$ cat src/rtl/seg7_pkg.sv
// Shared types and constants for the 4-digit multiplexed 7-segment display path.
package seg7_pkg;

  localparam int unsigned NUM_DIGITS = 4;
  localparam int unsigned DIGIT_W    = 2;
  localparam int unsigned NIBBLE_W   = 4;
  localparam int unsigned DATA_W     = NUM_DIGITS * NIBBLE_W;

  typedef logic [DIGIT_W-1:0] digit_idx_t;

  localparam logic                  DOT_OFF   = 1'b1;
  localparam logic [NUM_DIGITS-1:0] ALL_BLANK = 4'b1111;

  // One complete display image: nibbles, dot enables and blank mask.
  typedef struct packed {
    logic [DATA_W-1:0]     data;
    logic [NUM_DIGITS-1:0] dots;
    logic [NUM_DIGITS-1:0] blank;
  } disp_word_t;

  localparam disp_word_t DISP_RESET = '{data: '0, dots: '0, blank: ALL_BLANK};

  typedef enum logic {
    ST_GUARD = 1'b0,
    ST_SHOW  = 1'b1
  } slot_state_t;

endpackage

$ cat src/rtl/seg7_prescaler.sv
// Slot prescaler: counts 0..REFRESH_DIV-1 and flags the last cycle of each slot.
module seg7_prescaler #(
  parameter int unsigned REFRESH_DIV = 100000,
  parameter int unsigned CNT_W       = $clog2(REFRESH_DIV)
) (
  input  logic             clk,
  input  logic             rst_n,
  output logic [CNT_W-1:0] count,
  output logic             slot_end
);

  logic [CNT_W-1:0] cnt_nxt;

  always_comb begin
    cnt_nxt = (count == CNT_W'(REFRESH_DIV - 1)) ? '0 : count + CNT_W'(1);
  end

  // slot_end is registered so it is high exactly while count sits at its top value.
  always_ff @(posedge clk or negedge rst_n) begin
    if (!rst_n) begin
      count    <= '0;
      slot_end <= 1'b0;
    end else begin
      count    <= cnt_nxt;
      slot_end <= (cnt_nxt == CNT_W'(REFRESH_DIV - 1));
    end
  end

endmodule

$ cat src/rtl/seg7_scan_driver.sv
// Multiplexed 4-digit scan driver with guard blanking and frame-aligned, double-buffered loads.
module seg7_scan_driver
  import seg7_pkg::*;
#(
  parameter int unsigned REFRESH_DIV  = 100000,
  parameter int unsigned GUARD_CYCLES = 1000
) (
  input  logic                  CLK,
  input  logic                  RESET_N,
  input  logic [DATA_W-1:0]     DATA_IN,
  input  logic [NUM_DIGITS-1:0] DOTS_IN,
  input  logic [NUM_DIGITS-1:0] BLANK_IN,
  input  logic                  LOAD_IN,
  output logic [DIGIT_W-1:0]    SEG_SELECT_OUT,
  output logic [NIBBLE_W-1:0]   BIN_OUT,
  output logic                  DOT_OUT,
  output logic                  DIGIT_EN_OUT,
  output logic                  LOAD_ACK_OUT
);

  localparam int unsigned CNT_W = $clog2(REFRESH_DIV);

  logic [CNT_W-1:0] count;
  logic             slot_end;
  logic             frame_end;

  slot_state_t state_q, state_d;
  digit_idx_t  sel_q, sel_d;
  disp_word_t  active_q, active_d;
  disp_word_t  pending_q, pending_d;
  logic        pend_valid_q, pend_valid_d;
  logic [NIBBLE_W-1:0] bin_d;
  logic        dot_d, en_d, ack_d;

  seg7_prescaler #(
    .REFRESH_DIV (REFRESH_DIV),
    .CNT_W       (CNT_W)
  ) u_prescaler (
    .clk      (CLK),
    .rst_n    (RESET_N),
    .count    (count),
    .slot_end (slot_end)
  );

  // Next-state, buffer transfer and registered-output decode.
  always_comb begin
    state_d      = state_q;
    sel_d        = sel_q;
    active_d     = active_q;
    pending_d    = pending_q;
    pend_valid_d = pend_valid_q;
    ack_d        = 1'b0;
    frame_end    = slot_end && (sel_q == DIGIT_W'(NUM_DIGITS - 1));

    case (state_q)
      ST_GUARD: if (count == CNT_W'(GUARD_CYCLES - 1)) state_d = ST_SHOW;
      ST_SHOW:  if (slot_end) state_d = ST_GUARD;
      default:  state_d = ST_GUARD;
    endcase

    if (slot_end) sel_d = sel_q + DIGIT_W'(1);

    if (frame_end && pend_valid_q) begin
      active_d     = pending_q;
      pend_valid_d = 1'b0;
      ack_d        = 1'b1;
    end

    // A load on the boundary cycle lands in pending after the old contents moved out.
    if (LOAD_IN) begin
      pending_d    = '{data: DATA_IN, dots: DOTS_IN, blank: BLANK_IN};
      pend_valid_d = 1'b1;
    end

    bin_d = active_d.data[{sel_d, 2'b00} +: NIBBLE_W];
    dot_d = ~active_d.dots[sel_d];
    en_d  = (state_d == ST_SHOW) && !active_d.blank[sel_d];
  end

  always_ff @(posedge CLK or negedge RESET_N) begin
    if (!RESET_N) begin
      state_q      <= ST_GUARD;
      sel_q        <= '0;
      active_q     <= DISP_RESET;
      pending_q    <= '0;
      pend_valid_q <= 1'b0;
      BIN_OUT      <= '0;
      DOT_OUT      <= DOT_OFF;
      DIGIT_EN_OUT <= 1'b0;
      LOAD_ACK_OUT <= 1'b0;
    end else begin
      state_q      <= state_d;
      sel_q        <= sel_d;
      active_q     <= active_d;
      pending_q    <= pending_d;
      pend_valid_q <= pend_valid_d;
      BIN_OUT      <= bin_d;
      DOT_OUT      <= dot_d;
      DIGIT_EN_OUT <= en_d;
      LOAD_ACK_OUT <= ack_d;
    end
  end

  assign SEG_SELECT_OUT = sel_q;

endmodule

$ cat config.mk
export PLATFORM = sky130hd
export DESIGN_NAME = seg7_scan_driver
export DESIGN_NICKNAME = d
export VERILOG_FILES = /design/src/rtl/seg7_pkg.sv /design/src/rtl/seg7_prescaler.sv /design/src/rtl/seg7_scan_driver.sv
export SDC_FILE = /design/constraint.sdc
export NUM_CORES = 1
export LEC_CHECK = 0
export BUFFER_PORTS_ARGS = -buffer_cell sky130_fd_sc_hd__buf_2
export CORE_MARGIN = 1
export CORE_UTILIZATION = 58
export DETAILED_ROUTE_END_ITERATION = 12
export GPL_TIMING_DRIVEN = 0
export HOLD_SLACK_MARGIN = 0.03
export PLACE_DENSITY = 0.79
export SLEW_MARGIN = 40
export SYNTH_ARGS = -nofsm -noshare
export SYNTH_HDL_FRONTEND = slang
export SYNTH_SLANG_ARGS = --single-unit
$ cat constraint.sdc
create_clock -name CLK -period 2.45 [get_ports CLK]
set_input_delay 0 -clock CLK [delete_from_list [all_inputs] [get_ports CLK]]
set_output_delay 0 -clock CLK [all_outputs]
set_load 0.005 [all_outputs]
==> Flow_metrics.wiki, run 1 <==
{| class="wikitable"
! Metric !! Value
|-
| Count of vias placed by the detailed router || 2140
|-
| CTS clock-pin slew for the worst setup and hold paths || 80 ps
|-
| Switching part of the total || 22.31%
|-
| Mux cell area share after synthesis || 19.96%
|-
| Initial core utilization || 60.21%
|-
| Hold Fails Final Rpt || 0
|-
| Via count of the first global-routing pass || 2198
|-
| Port-buffer cells || 34
|-
| Combinational share of power || 5.6%
|-
| Fraction of power consumed by sequential logic || 55.5%
|-
| Ratio of cells with drive above 1 in the final layout || 38.32%
|-
| Asr flop ratio synth || 100.0%
|-
| Maximum number of pins on one net before global-route repair || 41
|-
| Synth Area in XOR/XNOR || 4.226%
|-
| Post-cts hold buffer count || 25
|-
| Slew at the pin closest to its max-slew limit || 696.8 ps
|-
| Max-slew violation count || 0
|-
| Number of cells produced by synthesis || 245
|-
| Die Area || 6023 um2
|-
| Cell row count || 27
|-
| Wire length on met2 || 3118 um
|-
| GRT overflow || 0
|-
| Number of search-and-repair iterations in the first detailed-routing pass || 5
|-
| Adder-cell share of the synthesized area || 0.7547%
|-
| Number of instances resized during post-cts repair || 0
|-
| Setup tns final || 0 ps
|-
| Worst slew margin relative to its limit || 53.21%
|-
| NetSw || 535.1 uW
|-
| Diodes inserted || 0
|-
| Synth Net Count || 274
|-
| Slowest Stage Delay on Critical Path || 440 ps
|-
| Type of element capturing the critical path || flip-flop
|-
| Internal power consumption || 1.863 mW
|-
| Detail-routed net length per standard cell || 16.18 um
|-
| Post-place setup slack || 282.9 ps
|-
| Hold WS || 107.1 ps
|-
| Pwr/cell area || 592.7 nW/um2
|-
| Met1 routed wirelength after detailed routing || 2851 um
|-
| Remaining design rule violation count || 0
|-
| Die span in y || 77.61 um
|-
| Top achievable clock speed || 462.5 MHz
|-
| Placeable core region || 5507 um2
|-
| Sink count of the clock tree || 77
|-
| Weighted congestion at the end of routability-driven global placement || 0.8733
|-
| Simple-gate share of the synthesized area || 12.34%
|-
| Share of synthesized area occupied by flip-flops and latches || 58.30%
|-
| CTS root buf || sky130_fd_sc_hd__clkbuf_8
|-
| PnR worst setup slack || 288.0 ps
|-
| Total clock buffers created by CTS || 9
|-
| Complex-gate fraction of the synthesized area || 1.774%
|-
| Combinational family with the most area after synthesis || multiplexers
|-
| Maximum Capacitance Violations || 0
|-
| Post-synth EDFFs || 0
|-
| Setup violation total in the final timing report || 0
|-
| Final standard cell count with taps included and fillers excluded || 393
|-
| Post-detailed-route via-to-cell ratio || 5.445
|-
| Slowest stage cell on the critical path || sky130_fd_sc_hd__dfrtp_1
|-
| Wire length of the first global-routing pass || 10510 um
|-
| CP Cell Sequence || ha_1, buf_6, nand4_1, nor4_1, xor2_1, nand4b_1, nor4b_2
|-
| Flop and latch count out of synthesis || 77
|-
| Share of total power in the clock network || 38.9%
|-
| Leakage component of the power || 1.883 nW
|-
| Aggregate routed wire length || 6360 um
|-
| Met3 wire length || 243 um
|-
| Highest fanout seen on the critical path || 8
|-
| Critical Path AT || 2420 ps
|-
| Data required time at the worst endpoint || 2710 ps
|-
| Unrepaired setup endpoints after global routing || no
|-
| Total global routing track utilization || 23.89%
|-
| Netlist area before placement || 3316 um2
|-
| DPL Wire Length || 4051 um
|-
| IR drop worst, VDD || 0.4455 mV
|-
| Primary flip-flop cell chosen by synthesis mapping || sky130_fd_sc_hd__dfrtp_1
|-
| Type of the most critical hold path || in -> async
|-
| Bufs on Longest Clock Path || 2
|-
| Outcome || finished, final reports clean
|-
| Number of nets in the layout || 345
|-
| Synth warn || 0
|-
| Width of the chip || 77.61 um
|-
| Minimum period implied by the final worst setup slack || 2162 ps
|-
| Cell total after placement || 352
|-
| Worst Skew || 8.589 ps
|-
| Clock latency on the worst-skew pair || 350 ps
|-
| Number of nets with antenna violations after routing || 0
|-
| Deepest level of the CTS H-tree || 3
|-
| Uppermost layer routed || met4
|-
| TritonCTS clock tree || built
|-
| Initial antenna violation count || 0
|-
| Growth of design area from synthesis to finish || 22.04%
|-
| Number of violations reported at the end of detailed-routing iteration 0 || 109
|-
| Syn Area/Cell || 13.53 um2
|-
| Crit Path Category || reg -> reg
|-
| Type of element launching the critical path || flip-flop
|-
| Part of the cycle the worst path needs || 88.24%
|-
| Cell variety after synth || 45
|-
| Top-level port count || 36
|-
| Post-CTS setup-driven buffer insertion count || 0
|}
power groups by stage:
| stage | clock [mW] | combinational (mW) | sequential, mW |
|---|---|---|---|
| 2_1_floorplan | 0 | 0.0483 | 1.35 |
| 6_report | 0.934 | 0.134 | 1.33 |
| 5_1_grt | 0.999 | 0.148 | 1.33 |
| 3_5_place_dp | 0 | 0.106 | 1.36 |
| 3_3_place_gp | 0 | 0.0952 | 1.35 |
| 4_1_cts | 0.949 | 0.136 | 1.33 |
flip-flops by register name, indices dropped and copies added (netlist names), 2 cells and up:
register           cells
BIN_OUT                4
SEG_SELECT_OUT         2
active_q              24
pending_q             24
u_prescaler.count     17
layout by cell type (no fill, tap or decap), drive strengths merged, types with 7 or more instances in the layout:
| cell | Yosys | routed |
|---|---|---|
| inv | 6 | 7 |
| buf | 5 | 40 |
| mux2 | 49 | 49 |
| dfrtp | 72 | 72 |
| clkbuf | 5 | 16 |
| nand4 | 8 | 8 |
| nor2 | 24 | 24 |
| nand3 | 7 | 7 |
| xnor2 | 10 | 10 |
| dlygate4sd3 | 0 | 25 |
final timing paths:
| kind | start | end | slack, ps | depth (start not counted) |
|---|---|---|---|---|
| min reg2reg | active_q[15]$_DFF_PN0_ | active_q[15]$_DFF_PN0_ | 500 | 1 |
| max reg2reg | u_prescaler.count[0]$_DFF_PN0_ | u_prescaler.slot_end$_DFF_PN0_ | 290 | 7 |
| min in group CLK | LOAD_IN | pending_q[3]$_DFFE_PN0P_ | 140 | 2 |
| min | RESET_N | u_prescaler.count[7]$_DFF_PN0_ | 110 | 2 |
| max | u_prescaler.count[0]$_DFF_PN0_ | u_prescaler.slot_end$_DFF_PN0_ | 290 | 7 |
| max in group asynchronous | RESET_N | active_q[2]$_DFF_PN1_ | 1760 | 3 |
worst max-delay path, delay by kind of cell (launching register included):
| family | cells | cell delay, ps |
|---|---|---|
| xor+xnor | 1 | 240 |
| fa+ha+maj | 1 | 190 |
| buf+inv | 1 | 130 |
| flops | 1 | 440 |
| simple gates | 4 | 1070 |
cells in the mapped netlist, types with 3 or more instances:
cell type                  count  area share [%]
sky130_fd_sc_hd__nor2_1       23             2.6
sky130_fd_sc_hd__xor2_1        6             1.6
sky130_fd_sc_hd__dfrtp_1      72              54
sky130_fd_sc_hd__mux4_2        4             2.7
sky130_fd_sc_hd__inv_1         6            0.68
sky130_fd_sc_hd__xnor2_1      10             2.6
sky130_fd_sc_hd__nor4_1        4            0.75
sky130_fd_sc_hd__nand4_1       8             1.5
sky130_fd_sc_hd__nand2_1       6            0.68
sky130_fd_sc_hd__nor2b_1       3            0.57
sky130_fd_sc_hd__dfstp_2       5             4.0
sky130_fd_sc_hd__nand3_1       5            0.75
sky130_fd_sc_hd__mux2_2       49              17
sky130_fd_sc_hd__clkbuf_1      3            0.34
metrics by stage:
step                power (mW)  util [%]  instance area, um2
finish                   2.398     73.48                4046
global route             2.482     73.48                4046
CTS                      2.416     73.42                4043
detailed placement       1.461     65.42                3602
global placement         1.449     64.94                3576
floorplan                1.396         -                3316
routing by layer:
metal  global-route usage [%]  vias to the layer above
li1                         -                     1009
met1                    30.77                     1064
met2                    37.26                       50
met3                    5.529                       17
met4                    13.77                        0
met5                        0                        -
area by class of cell:
cell class              instances  area [um2]
well taps                      72       90.09
plain buffers                  11       65.06
repair buffers                 60       446.7
inverters                       6       22.52
clock inverters                 5       58.81
fillers                       381        1460
flip-flops and latches         77        1933
multi-input cells             151        1299
clock buffers                  11       131.4
cells by family (layout without fill, tap and decap cells):
| group | after synthesis | count (layout) |
|---|---|---|
| multiplexers | 55 | 55 |
| buffers and inverters | 17 | 93 |
| AND/OR/NAND/NOR | 70 | 70 |
| adder cells (fa/ha/maj) | 2 | 2 |
| flip-flops | 77 | 77 |
| XOR/XNOR | 16 | 16 |
| AO/OA/AOI/OAI | 8 | 8 |
Power figures use the tool's default switching activity.
==> run 2: changes to the inputs <==
--- a/config.mk
+++ b/config.mk
@@ -6,12 +6,14 @@
 export NUM_CORES = 1
 export LEC_CHECK = 0
 export BUFFER_PORTS_ARGS = -buffer_cell sky130_fd_sc_hd__buf_2
+export CELL_PAD_IN_SITES_DETAIL_PLACEMENT = 1
+export CELL_PAD_IN_SITES_GLOBAL_PLACEMENT = 1
 export CORE_MARGIN = 1
-export CORE_UTILIZATION = 58
+export CORE_UTILIZATION = 48
 export DETAILED_ROUTE_END_ITERATION = 12
 export GPL_TIMING_DRIVEN = 0
 export HOLD_SLACK_MARGIN = 0.03
-export PLACE_DENSITY = 0.79
+export PLACE_DENSITY_LB_ADDON = 0.1
 export SLEW_MARGIN = 40
 export SYNTH_ARGS = -nofsm -noshare
 export SYNTH_HDL_FRONTEND = slang
==> Flow_metrics.wiki, run 2 (same netlist as run 1, synthesis figures left out) <==
{| class="wikitable"
! Metric !! Value
|-
| Maximum number of pins on one net before global-route repair || 42
|-
| Post-detailed-route via-to-cell ratio || 5.342
|-
| GRT overflow || 0
|-
| Number of search-and-repair iterations in the first detailed-routing pass || 4
|-
| Unrepaired setup endpoints after global routing || no
|-
| Top achievable clock speed || 438.4 MHz
|-
| Die span in y || 85.11 um
|-
| Remaining design rule violation count || 0
|-
| CTS clock-pin slew for the worst setup and hold paths || 80 ps
|-
| Initial antenna violation count || 0
|-
| Count of fill cells added during filler insertion || 664
|-
| Worst flop-to-flop path startpoint || u_prescaler.count[0]$_DFF_PN0_
|-
| Number of nets in the layout || 345
|-
| Deepest level of the CTS H-tree || 3
|-
| Top-level port count || 36
|-
| Growth of design area from synthesis to finish || 21.55%
|-
| Finished layout cell area || 4030 um2
|-
| Placeable core region || 6495 um2
|-
| Ratio of cells with drive above 1 in the final layout || 38.63%
|-
| Overall power consumption || 2.295 mW
|-
| Clock latency on the worst-skew pair || 350 ps
|-
| Minimum period implied by the final worst setup slack || 2281 ps
|-
| Commonest non-fill, non-tap cells in the layout || sky130_fd_sc_hd__dfrtp_1 (72), sky130_fd_sc_hd__mux2_2 (49), sky130_fd_sc_hd__buf_2 (35)
|-
| Number of instances resized during post-cts repair || 0
|-
| Sink count of the clock tree || 77
|-
| Die Area || 7244 um2
|-
| Type of element launching the critical path || flip-flop
|-
| Hold WS || 113.2 ps
|-
| Number of violations reported at the end of detailed-routing iteration 0 || 84
|-
| Pwr/cell area || 569.5 nW/um2
|-
| FF-to-FF setup slack || 170 ps
|-
| Outcome || finished, final reports clean
|-
| Initial core utilization || 51.05%
|-
| Setup tns final || 0 ps
|-
| Slew at the pin closest to its max-slew limit || 657.0 ps
|-
| Cell row count || 29
|-
| Post-CTS setup-driven buffer insertion count || 0
|-
| Type of the most critical hold path || in -> async
|-
| Total global routing track utilization || 20.85%
|-
| Weighted congestion at the end of routability-driven global placement || 0.8062
|-
| Critical Path AT || 2520 ps
|-
| Crit Path Category || reg -> reg
|-
| IR drop worst, VDD || 0.3855 mV
|-
| Number of cells traversed by the worst register-to-register path || 7
|-
| Data required time at the worst endpoint || 2690 ps
|-
| Port-buffer cells || 34
|-
| Diodes inserted || 0
|-
| DPL Wire Length || 4403 um
|-
| Highest fanout seen on the critical path || 8
|-
| Share of the core filled with cells in the final layout || 62.05%
|-
| Via count of the first global-routing pass || 2310
|-
| Post-placement cell area || 3608 um2
|-
| Width of the chip || 85.11 um
|-
| TritonCTS clock tree || built
|-
| Number of nets with antenna violations after routing || 0
|-
| Maximum Capacitance Violations || 0
|-
| Part of the cycle the worst path needs || 93.11%
|-
| Setup violation total in the final timing report || 0
|-
| Total clock buffers created by CTS || 9
|-
| Leakage component of the power || 1.879 nW
|-
| Max-slew violation count || 0
|-
| Largest registers || active_q x24, pending_q x24, u_prescaler.count x17
|-
| Aggregate routed wire length || 6611 um
|-
| Type of element capturing the critical path || flip-flop
|-
| CTS root buf || sky130_fd_sc_hd__clkbuf_8
|-
| Bufs on Longest Clock Path || 2
|-
| Worst Skew || 8.777 ps
|-
| Post-cts hold buffer count || 25
|-
| Worst slew margin relative to its limit || 56.20%
|-
| Most common cell after layout, fill and taps aside || sky130_fd_sc_hd__dfrtp_1
|-
| Hold Fails Final Rpt || 0
|-
| Count of vias placed by the detailed router || 2126
|-
| R2R Path End || u_prescaler.slot_end$_DFF_PN0_
|-
| Detail-routed net length per standard cell || 16.61 um
|-
| Wire length of the first global-routing pass || 11180 um
|}
run 2: cell types whose count changed in the layout (fill, tap and decap cells not counted), sizes merged:
cell	change
clkinv	+3
clkbuf	-1
bufinv	-1
clkinvlp	-1
run 2: worst max path at each step:
stage / from / end
2_1_floorplan: SEG_SELECT_OUT[0]$_DFF_PN0_ / BIN_OUT[0]$_DFF_PN0_
4_1_cts: SEG_SELECT_OUT[0]$_DFF_PN0_ / DIGIT_EN_OUT$_DFF_PN0_
3_5_place_dp: SEG_SELECT_OUT[0]$_DFF_PN0_ / DIGIT_EN_OUT$_DFF_PN0_
6_report: u_prescaler.count[0]$_DFF_PN0_ / u_prescaler.slot_end$_DFF_PN0_
5_1_grt: u_prescaler.count[0]$_DFF_PN0_ / u_prescaler.slot_end$_DFF_PN0_
3_3_place_gp: SEG_SELECT_OUT[0]$_DFF_PN0_ / DIGIT_EN_OUT$_DFF_PN0_
run 2: layer usage:
metal,GRT usage [%],part of all wire (%),wire length [um]
met1,28.66,50,3273
met2,32.84,47,3084
met3,4.086,2.4,157
met4,8.320,1.4,95
met5,0,0,0
run 2: critical path: stages, from the launching register on:
cell                       delay, ps
sky130_fd_sc_hd__dfrtp_1         440
sky130_fd_sc_hd__ha_1            190
sky130_fd_sc_hd__buf_6           120
sky130_fd_sc_hd__nand4_1         320
sky130_fd_sc_hd__nor4_1          440
sky130_fd_sc_hd__xor2_1          150
sky130_fd_sc_hd__nand4b_1        230
sky130_fd_sc_hd__nor4b_2         290
run 2: report_power, final:
part,total [mW],internal [mW],leakage (nW),switching [mW]
combinational,0.135,0.0803,0.809,0.0542
sequential,1.33,1.31,0.984,0.0201
clock,0.831,0.368,0.0864,0.463
total,2.30,1.76,1.88,0.537
run 2: cell type report:
| type | count | area [um2] | share of cell area [%] |
|---|---|---|---|
| Clock buffer | 10 | 127.6 | 3.167 |
| Buffer | 11 | 65.06 | 1.614 |
| Sequential cell | 77 | 1933 | 47.97 |
| Clock inverter | 6 | 40.04 | 0.9935 |
| Inverter | 6 | 22.52 | 0.5588 |
| Multi-Input combinational cell | 151 | 1299 | 32.23 |
| Tap cell | 77 | 96.34 | 2.391 |
| Timing Repair Buffer | 60 | 446.7 | 11.08 |
run 2: metrics by stage:
step	instances	worst slack (ps)
6_report	398	168.9
5_1_grt	398	15.86
4_1_cts	398	178.2
3_5_place_dp	357	181.0
3_3_place_gp	356	221.1
2_1_floorplan	245	541.7
